===== src/rtl/rob_multi_pkg.sv =====
// rob_multi_pkg: shared entry type and widths for the reorder buffer
package rob_multi_pkg;
  localparam int PREG_W = 7;
  localparam int PC_W = 32;
  typedef struct packed {
    logic valid;
    logic done;
    logic [PREG_W-1:0] pd_new;
    logic [PREG_W-1:0] pd_old;
    logic [PC_W-1:0] pc;
  } rob_entry_t;
endpackage


===== src/rtl/rob_multi_retire_sel.sv =====
// rob_retire_sel: picks the in-order run of retirable entries starting at head
// valid_i/done_i : entry flags rotated so bit 0 is the head entry
// k_o            : number of entries retiring this cycle (0..RETIRE_W)
// en_o           : per-slot retire enable, slot 0 is the oldest
module rob_retire_sel #(
  parameter int DEPTH = 16,
  parameter int RETIRE_W = 2,
  localparam int K_W = $clog2(RETIRE_W + 1)
) (
  input  logic [DEPTH-1:0]    valid_i,
  input  logic [DEPTH-1:0]    done_i,
  output logic [K_W-1:0]      k_o,
  output logic [RETIRE_W-1:0] en_o
);
  logic [DEPTH-1:0] r;
  logic run;
  always_comb begin
    r = '0;
    k_o = '0;
    run = 1'b1;
    for (int i = 0; i < DEPTH; i++) begin
      run = run & valid_i[i] & done_i[i] & (i < RETIRE_W);
      r[i] = run;
    end
    for (int i = 0; i < DEPTH; i++) k_o = k_o + K_W'(r[i]);
    en_o = r[RETIRE_W-1:0];
  end
endmodule


===== src/rtl/rob_multi.sv =====
// rob_multi: reorder buffer with multi-port completion, multi-wide in-order retire and single-cycle squash
// in : clk, reset (async, active-high), write_en/pd_new_in/pd_old_in/pc_in (allocate at tail),
//      fu_done/rob_fu (per-port completion), mispredict/mispredict_tag (squash younger than tag)
// out: ptr (tail), retired_ptr (head), count, full, empty,
//      valid_retired/preg_old/preg_new (registered retire slots, slot 0 oldest)
module rob_multi #(
  parameter int DEPTH = 16,
  parameter int NUM_FU = 3,
  parameter int RETIRE_W = 2,
  parameter int PREG_W = 7,
  localparam int IDX_W = $clog2(DEPTH),
  localparam int K_W = $clog2(RETIRE_W + 1)
) (
  input  logic                              clk,
  input  logic                              reset,
  input  logic                              write_en,
  input  logic [PREG_W-1:0]                 pd_new_in,
  input  logic [PREG_W-1:0]                 pd_old_in,
  input  logic [31:0]                       pc_in,
  input  logic [NUM_FU-1:0]                 fu_done,
  input  logic [NUM_FU-1:0][IDX_W-1:0]      rob_fu,
  input  logic                              mispredict,
  input  logic [IDX_W-1:0]                  mispredict_tag,
  output logic [IDX_W-1:0]                  ptr,
  output logic [IDX_W-1:0]                  retired_ptr,
  output logic [IDX_W:0]                    count,
  output logic                              full,
  output logic                              empty,
  output logic [RETIRE_W-1:0]               valid_retired,
  output logic [RETIRE_W-1:0][PREG_W-1:0]   preg_old,
  output logic [RETIRE_W-1:0][PREG_W-1:0]   preg_new
);
  import rob_multi_pkg::*;
  rob_entry_t ent_q [DEPTH];
  rob_entry_t ent_d [DEPTH];
  logic [IDX_W-1:0] head_q, head_d, tail_q, tail_d, sq, off;
  logic [IDX_W:0] count_q, count_d;
  logic [RETIRE_W-1:0] vr_q, vr_d, ren;
  logic [RETIRE_W-1:0][PREG_W-1:0] po_q, po_d, pn_q, pn_d;
  logic [DEPTH-1:0] rot_v, rot_d;
  logic [K_W-1:0] k;
  logic mp, alloc;
  always_comb begin
    for (int i = 0; i < DEPTH; i++) begin
      rot_v[i] = ent_q[head_q + IDX_W'(i)].valid;
      rot_d[i] = ent_q[head_q + IDX_W'(i)].done;
    end
  end
  rob_retire_sel #(.DEPTH(DEPTH), .RETIRE_W(RETIRE_W)) u_sel (
    .valid_i(rot_v),
    .done_i (rot_d),
    .k_o    (k),
    .en_o   (ren)
  );
  always_comb begin
    ent_d = ent_q;
    vr_d = '0;
    po_d = '0;
    pn_d = '0;
    off = '0;
    mp = mispredict && ent_q[mispredict_tag].valid;
    alloc = write_en && !full && !mp;
    // entries strictly younger than the branch, up to the pre-edge tail
    sq = mp ? tail_q - mispredict_tag - IDX_W'(1) : '0;
    for (int p = 0; p < NUM_FU; p++)
      if (fu_done[p] && ent_q[rob_fu[p]].valid) ent_d[rob_fu[p]].done = 1'b1;
    for (int i = 0; i < RETIRE_W; i++)
      if (ren[i]) begin
        vr_d[i] = 1'b1;
        po_d[i] = ent_q[head_q + IDX_W'(i)].pd_old;
        pn_d[i] = ent_q[head_q + IDX_W'(i)].pd_new;
        ent_d[head_q + IDX_W'(i)] = '0;
      end
    // squash runs after completion so same-cycle completions to squashed slots are lost
    for (int i = 0; i < DEPTH; i++) begin
      off = IDX_W'(i) - mispredict_tag - IDX_W'(1);
      if (off < sq) ent_d[i] = '0;
    end
    if (alloc)
      ent_d[tail_q] = '{valid: 1'b1, done: 1'b0, pd_new: pd_new_in, pd_old: pd_old_in, pc: pc_in};
    head_d = head_q + IDX_W'(k);
    tail_d = mp ? mispredict_tag + IDX_W'(1) : tail_q + IDX_W'(alloc);
    count_d = count_q + (IDX_W+1)'(alloc) - (IDX_W+1)'(k) - (IDX_W+1)'(sq);
  end
  always_ff @(posedge clk or posedge reset) begin
    if (reset) begin
      for (int i = 0; i < DEPTH; i++) ent_q[i] <= '0;
      head_q <= '0;
      tail_q <= '0;
      count_q <= '0;
      vr_q <= '0;
      po_q <= '0;
      pn_q <= '0;
    end else begin
      ent_q <= ent_d;
      head_q <= head_d;
      tail_q <= tail_d;
      count_q <= count_d;
      vr_q <= vr_d;
      po_q <= po_d;
      pn_q <= pn_d;
    end
  end
  assign ptr = tail_q;
  assign retired_ptr = head_q;
  assign count = count_q;
  assign full = count_q == (IDX_W+1)'(DEPTH);
  assign empty = count_q == '0;
  assign valid_retired = vr_q;
  assign preg_old = po_q;
  assign preg_new = pn_q;
endmodule

===== config.mk =====
export PLATFORM = sky130hd
export DESIGN_NAME = rob_multi
export DESIGN_NICKNAME = d
export VERILOG_FILES = /design/src/rtl/rob_multi_pkg.sv /design/src/rtl/rob_multi_retire_sel.sv /design/src/rtl/rob_multi.sv
export SDC_FILE = /design/constraint.sdc
export NUM_CORES = 1
export LEC_CHECK = 0
export BUFFER_PORTS_ARGS = -buffer_cell sky130_fd_sc_hd__buf_2
export CORE_ASPECT_RATIO = 0.5
export CORE_MARGIN = 2
export CORE_UTILIZATION = 40
export CTS_CLUSTER_DIAMETER = 120
export DETAILED_ROUTE_END_ITERATION = 8
export GPL_TIMING_DRIVEN = 1
export PLACE_DENSITY = 0.54
export SYNTH_ARGS = -nofsm -noshare
export SYNTH_HDL_FRONTEND = slang
export SYNTH_SLANG_ARGS = --single-unit

===== constraint.sdc =====
create_clock -name clk -period 11 [get_ports clk]
set_input_delay 1.1 -clock clk [delete_from_list [all_inputs] [get_ports clk]]
set_output_delay 1.1 -clock clk [all_outputs]
set_load 0.03 [all_outputs]

==> summary.md, run 1 <==
| Metric | Value |
|---|---|
| Hpwl dp | 38,400 µm |
| GR Overflow Total | 0 |
| Post-CTS Setup Repair Bufs | 0 |
| Met3 wire length | 5620 µm |
| Max-slew violations | 0 |
| Peak VDD IR | 0.000193 V |
| Clk buf depth | 3 |
| Final #Nets | 1,755 |
| Register bit total from synthesis | 299 |
| Sequential share of power | 0.311 |
| Row Count | 54 |
| Final Hold Fails | 0 |
| Post-synth top area share | 0.417 |
| Leading area contributor after synthesis | dfrtp_1 |
| Post-synth top flop | dfrtp_1 |
| RR Endpoint | count[3]$_DFF_PP0_ |
| Core region area | 43,900 µm² |
| Die Area | 46,700 µm² |
| Multi-input logic area | 9740 µm² |
| H-tree depth | 1 |
| Reg2reg path depth | 16 |
| Slew HR | 0.109 |
| Flop2flop setup slack | 4700 ps |
| Sum Neg Setup Slack | 0 ps |
| Critical path endpoint category | flip-flop |
| Outcome | finished, final reports clean |
| Die extent in x | 304 µm |
| DRT Pass-1 Iters | 5 |
| Pwr Density | 256 nW/µm² |
| Antenna viol nets, final | 0 |
| Hold Path Origin | ent_q[429]$_DFF_PP0_ |
| Min Tclk post-route | 6300 ps |
| Crit-path max FO | 102 |
| Peak Freq | 0.159 GHz |
| Worst Hold Depth | 1 |
| Cts repair resizes | 0 |
| Hold_buf cts | 0 |
| IO Pins | 114 |
| Area grow syn2layout | 11.3% |
| Seq/Total Area, Yosys | 0.417 |
| Crit Path Class | reg2reg |
| Dpl ws | 4710 ps |
| RR Startpoint | retired_ptr[0]$_DFF_PP0_ |
| Worst-Margin Slew | 1330 ps |
| Post-detailed-route via-to-cell ratio | 6.25 |
| Most numerous cell in the Yosys netlist | dfrtp_1 |
| Largest net degree at the start of global routing | 103 |
| Internal power | 0.00289 W |
| Filler cell count | 4,065 |
| Share of cells above drive strength 1 | 0.234 |
| Worst EP arrival | 6770 ps |
| Sw Share | 0.434 |
| Clock power frac | 0.221 |
| Clock sink total | 299 |
| Uppermost layer routed | met4 |
| First-pass GRT wire length | 92,600 µm |
| Tot GR Track Use | 0.264 |
| Cell variety after synth | 77 |
| Avg Cell Area, Syn | 11.3 µm² |
| Finished Layout Cells | 2,236 |
| Final WL | 61,300 µm |
| Worst Hold Class | reg2reg |
| Synth area leaders | dfrtp_1 42%, mux4_2 19%, nand2_1 5.3%, a22o_1 4.2%, ha_1 3.9% |
| Starting Density | 0.409 |
| Hold worst-path end | ent_q[429]$_DFF_PP0_ |
| Number of max-cap violations | 0 |
| IO buf count | 81 |
| Async SR Flop Fraction | 1.00 |
| Clock Skew | 15.8 ps |
| Iteration-0 DRC Markers | 1,454 |
| Clock Latency Late Sink | 600 ps |
| Area of the mapped netlist | 18,000 µm² |
| Switching power | 0.00222 W |
| Synth cell count leaders | 299 x dfrtp_1, 255 x nand2_1, 154 x mux4_2, 110 x o21ai_0, 86 x a22o_1 |
| Crit start category | flip-flop |
| Placed cells | 2,181 |
| Met2 wire length | 27,200 µm |
| Gpl congestion | 0.884 |
| TritonCTS Buffers | 30 |
| CTS tree | built |
| Final worst slack | 4700 ps |
| Register area | 7490 µm² |
| Clock root buffer | clkbuf_16 |
| Leak pwr | 8.59 nW |
| Clock transition at path regs | 70 ps |
| Vias | 14.0k |
| Number of flops mapped to enable cells by yosys | 0 |
| DRC | 0 |
| Worst EP required | 11,480 ps |
| Fin crit share | 0.572 |
| Mapped Nets | 1,726 |
| RSZ-0062 raised after global routing | false |
| Yosys warnings | 0 |
| Die Y | 154 µm |
| Mapped Cells | 1,596 |
| Initial antenna violation count | 2 |
| Comb power frac | 0.468 |
| Wire length on met1 | 26,600 µm |
| Setup violations, final | 0 |
| Vias in the first global route | 14.3k |
| Per-cell routed wire length | 27.4 µm |
worst max-delay path by stage:
stage,from,to,cells after the start
final,retired_ptr[0]$_DFF_PP0_,count[3]$_DFF_PP0_,16
after global routing,retired_ptr[0]$_DFF_PP0_,count[3]$_DFF_PP0_,16
after CTS,retired_ptr[0]$_DFF_PP0_,count[3]$_DFF_PP0_,16
after detailed placement,retired_ptr[0]$_DFF_PP0_,count[3]$_DFF_PP0_,16
after global placement,retired_ptr[0]$_DFF_PP0_,count[3]$_DFF_PP0_,16
after floorplan,reset,count[0]$_DFF_PP0_,1
area by class of cell:
type	instances	area share
tap	588	0.0368
clock buffer	43	0.0440
antenna	1	0.000125
multi-input combinational	1116	0.488
clock inverter	11	0.00939
sequential	299	0.375
inverter	57	0.0111
timing repair buffer	121	0.0359
power by group through the flow:
| stage | registers [W] | clock network, W | logic [W] |
|---|---|---|---|
| after floorplan | 0.00152 | 0 | 0.00164 |
| final | 0.00159 | 0.00113 | 0.00239 |
| after global placement | 0.00158 | 0 | 0.00234 |
| after detailed placement | 0.00160 | 0 | 0.00237 |
| after CTS | 0.00158 | 0.00115 | 0.00238 |
| after global routing | 0.00162 | 0.00120 | 0.00254 |
critical path, stage by stage (launching register included):
cell	delay [ps]
dfrtp_4	690
buf_12	590
ha_1	690
nor2b_1	350
or2_1	150
buf_4	420
mux4_2	670
and2_4	230
o21ai_2	180
inv_1	80
ha_1	340
fa_1	390
inv_1	80
fa_1	420
ha_1	240
fa_1	450
xor2_1	180
per-layer routing:
layer	global-route usage	vias up
met5	0	-
met4	0.0787	0
met3	0.0593	104
met2	0.401	709
met1	0.379	7234
li1	-	5935
state kept, by name, summed over array words and instances, names as in the netlist:
register	flops
count	5
ptr	4
ent_q	256
retired_ptr	4
valid_retired	2
preg_new	14
preg_old	14
placed cells by master (no fill, tap or decap), types with 6 or more instances in the layout:
master	synthesis	final
a21oi_1	26	25
ha_1	56	55
buf_4	7	39
dfrtp_1	299	297
buf_2	29	81
o21ai_2	7	9
a22o_1	86	86
xnor2_1	20	19
nand2b_1	50	50
clkbuf_16	0	30
nand2_1	255	255
nand3_1	23	23
clkbuf_8	0	8
nor3_2	9	10
nor2b_1	25	25
a31oi_1	19	19
a31o_1	9	9
nor2_1	28	27
inv_1	55	54
o21ai_0	110	110
and3_1	14	14
nor3_1	12	11
nand4_1	6	6
mux4_2	154	154
a21o_1	17	17
o221ai_1	10	10
o21ai_1	31	29
o31ai_1	6	6
and2_1	46	46
per-stage QoR:
stage / hold WS, ps / util / power (W) / instance area [µm²]
2_1_floorplan: 477 / - / 0.00317 / 18000
3_3_place_gp: 494 / 0.431 / 0.00392 / 18900
3_5_place_dp: 502 / 0.431 / 0.00397 / 18900
4_1_cts: 522 / 0.455 / 0.00511 / 20000
5_1_grt: 538 / 0.455 / 0.00536 / 20000
6_report: 524 / 0.455 / 0.00511 / 20000
cells by family after synthesis:
family | count (synthesis) | share of synthesized area
AOI/OAI and AO/OA | 368 | 0.144
DFF | 299 | 0.417
muxes | 165 | 0.200
adders and majority gates | 61 | 0.0446
buffers and inverters | 181 | 0.0447
xor gates and xnor gates | 23 | 0.0112
and+or+nand+nor | 499 | 0.139
No activity file was read; power rests on OpenSTA's default activity.
==> inputs of run 2 (changes only) <==
- clock period: 11 -> 5.9 ns (I/O delays scaled with it)
==> summary.md, run 2 (synthesis results as in run 1) <==
| Metric | Value |
|---|---|
| Outcome | finished, final reports clean |
| IO Pins | 114 |
| Flop2flop setup slack | 1080 ps |
| DRT Pass-1 Iters | 5 |
| RR Endpoint | count[3]$_DFF_PP0_ |
| RSZ-0062 raised after global routing | false |
| Worst Hold Class | in2async |
| Crit Path Class | reg2reg |
| Post-CTS Setup Repair Bufs | 0 |
| CTS tree | built |
| Worst EP required | 6370 ps |
| Final WL | 61,200 µm |
| Peak Freq | 0.207 GHz |
| Clock root buffer | clkbuf_16 |
| Clock transition at path regs | 70 ps |
| Reg2reg path depth | 14 |
| Pwr Density | 480 nW/µm² |
| Crit-path max FO | 17 |
| Setup violations, final | 0 |
| TritonCTS Buffers | 29 |
| Core region area | 43,900 µm² |
| Tot GR Track Use | 0.264 |
| First-pass GRT wire length | 92,600 µm |
| Clk buf depth | 3 |
| Crit-path max cell delay | 580 ps |
| IO buf count | 81 |
| Starting Density | 0.409 |
| Area after DPL | 19,000 µm² |
| Per-cell routed wire length | 27.3 µm |
| Die Y | 154 µm |
| Hpwl dp | 39,200 µm |
| Critical path endpoint category | flip-flop |
| Most frequent cells in the layout | 297 x dfrtp_1, 255 x nand2_1, 154 x mux4_2, 110 x o21ai_0, 86 x a22o_1 |
| Placed cells | 2,187 |
| Worst EP arrival | 5300 ps |
| Antenna viol nets, final | 0 |
| Clock Latency Late Sink | 600 ps |
| Row Count | 54 |
| Most common cell after layout, fill and taps aside | dfrtp_1 |
| DRC | 0 |
| Initial antenna violation count | 5 |
| Fin crit share | 0.817 |
| Peak VDD IR | 0.000311 V |
| Max FFs per register | 256 |
| Finished Layout Cells | 2,242 |
| Iteration-0 DRC Markers | 1,595 |
| Reg with most FFs | ent_q |
| RR Startpoint | retired_ptr[1]$_DFF_PP0_ |
| Clock Skew | 18.8 ps |
| Largest net degree at the start of global routing | 158 |
| Hold_buf cts | 0 |
| Sum Neg Setup Slack | 0 ps |
| Crit start category | flip-flop |
| Post-detailed-route via-to-cell ratio | 6.26 |
| Vias | 14.0k |
| H-tree depth | 1 |
| Final instance area | 20,100 µm² |
| Gpl congestion | 0.869 |
| Area grow syn2layout | 11.9% |
| Final Hold Fails | 0 |
| Slew HR | 0.160 |
| Min Tclk post-route | 4820 ps |
| Clock sink total | 299 |
| Worst-Margin Slew | 1260 ps |
| Share of cells above drive strength 1 | 0.236 |
| Slowest CP cell | mux4_2 |
| Final hold slack | 1.34 ps |
| Die extent in x | 304 µm |
| Number of max-cap violations | 0 |
| Cts repair resizes | 0 |
| GR Overflow Total | 0 |
| Vias in the first global route | 14.4k |
| Die Area | 46,700 µm² |
| Max-slew violations | 0 |
| Final #Nets | 1,760 |
| Crit path cell chain | ha_1, nor2b_1, or2_1, mux4_2, and2_4, o21ai_2, inv_1, ha_1, fa_1, inv_1, fa_1, ha_1, fa_1, xor2_1 |
| Leak pwr | 8.64 nW |
run 2: area by class of cell:
type                       count  area [µm²]
clock inverter                12         282
tap                          588         736
inverter                      57         218
multi-input combinational   1116        9740
fill                        4027       23800
sequential                   299        7490
antenna                        3        7.51
timing repair buffer         127         776
clock buffer                  40         837
run 2: through the flow:
stage | util | power [W] | worst slack (ps)
after floorplan | - | 0.00591 | 728
after global placement | 0.432 | 0.00732 | 1110
after detailed placement | 0.432 | 0.00742 | 1100
after CTS | 0.457 | 0.00963 | 1080
after global routing | 0.457 | 0.0101 | 848
final | 0.457 | 0.00964 | 1080
run 2: where the power goes:
part           internal (W)  total, W  switching [W]
combinational       0.00175   0.00451        0.00277
sequential          0.00245   0.00291       0.000457
clock               0.00134   0.00221       0.000869
run 2: critical path: cells and delay by family (launching register included):
family	cells	cell delay, ps
adder cells (fa/ha/maj)	6	2380
AND/OR/NAND/NOR	3	760
multiplexers	1	580
flip-flops	1	480
AO/OA/AOI/OAI	1	170
XOR/XNOR	1	170
buffers and inverters	2	160
run 2: how the worst max path moves through the flow:
stage	start	slack [ps]	endpoint	cells past startpoint
6_report	retired_ptr[1]$_DFF_PP0_	1080	count[3]$_DFF_PP0_	14
5_1_grt	retired_ptr[1]$_DFF_PP0_	850	count[3]$_DFF_PP0_	14
2_1_floorplan	retired_ptr[0]$_DFF_PP0_	730	count[3]$_DFF_PP0_	17
3_3_place_gp	retired_ptr[1]$_DFF_PP0_	1110	count[3]$_DFF_PP0_	14
3_5_place_dp	retired_ptr[1]$_DFF_PP0_	1100	count[3]$_DFF_PP0_	14
4_1_cts	retired_ptr[1]$_DFF_PP0_	1080	count[3]$_DFF_PP0_	14
run 2: per-layer routing:
layer / up-vias / track usage / part of all wire
li1: 5966 / - / -
met1: 7235 / 0.362 / 0.42
met2: 701 / 0.413 / 0.45
met3: 121 / 0.0667 / 0.094
met4: 2 / 0.0832 / 0.033
met5: - / 0 / 0.00021
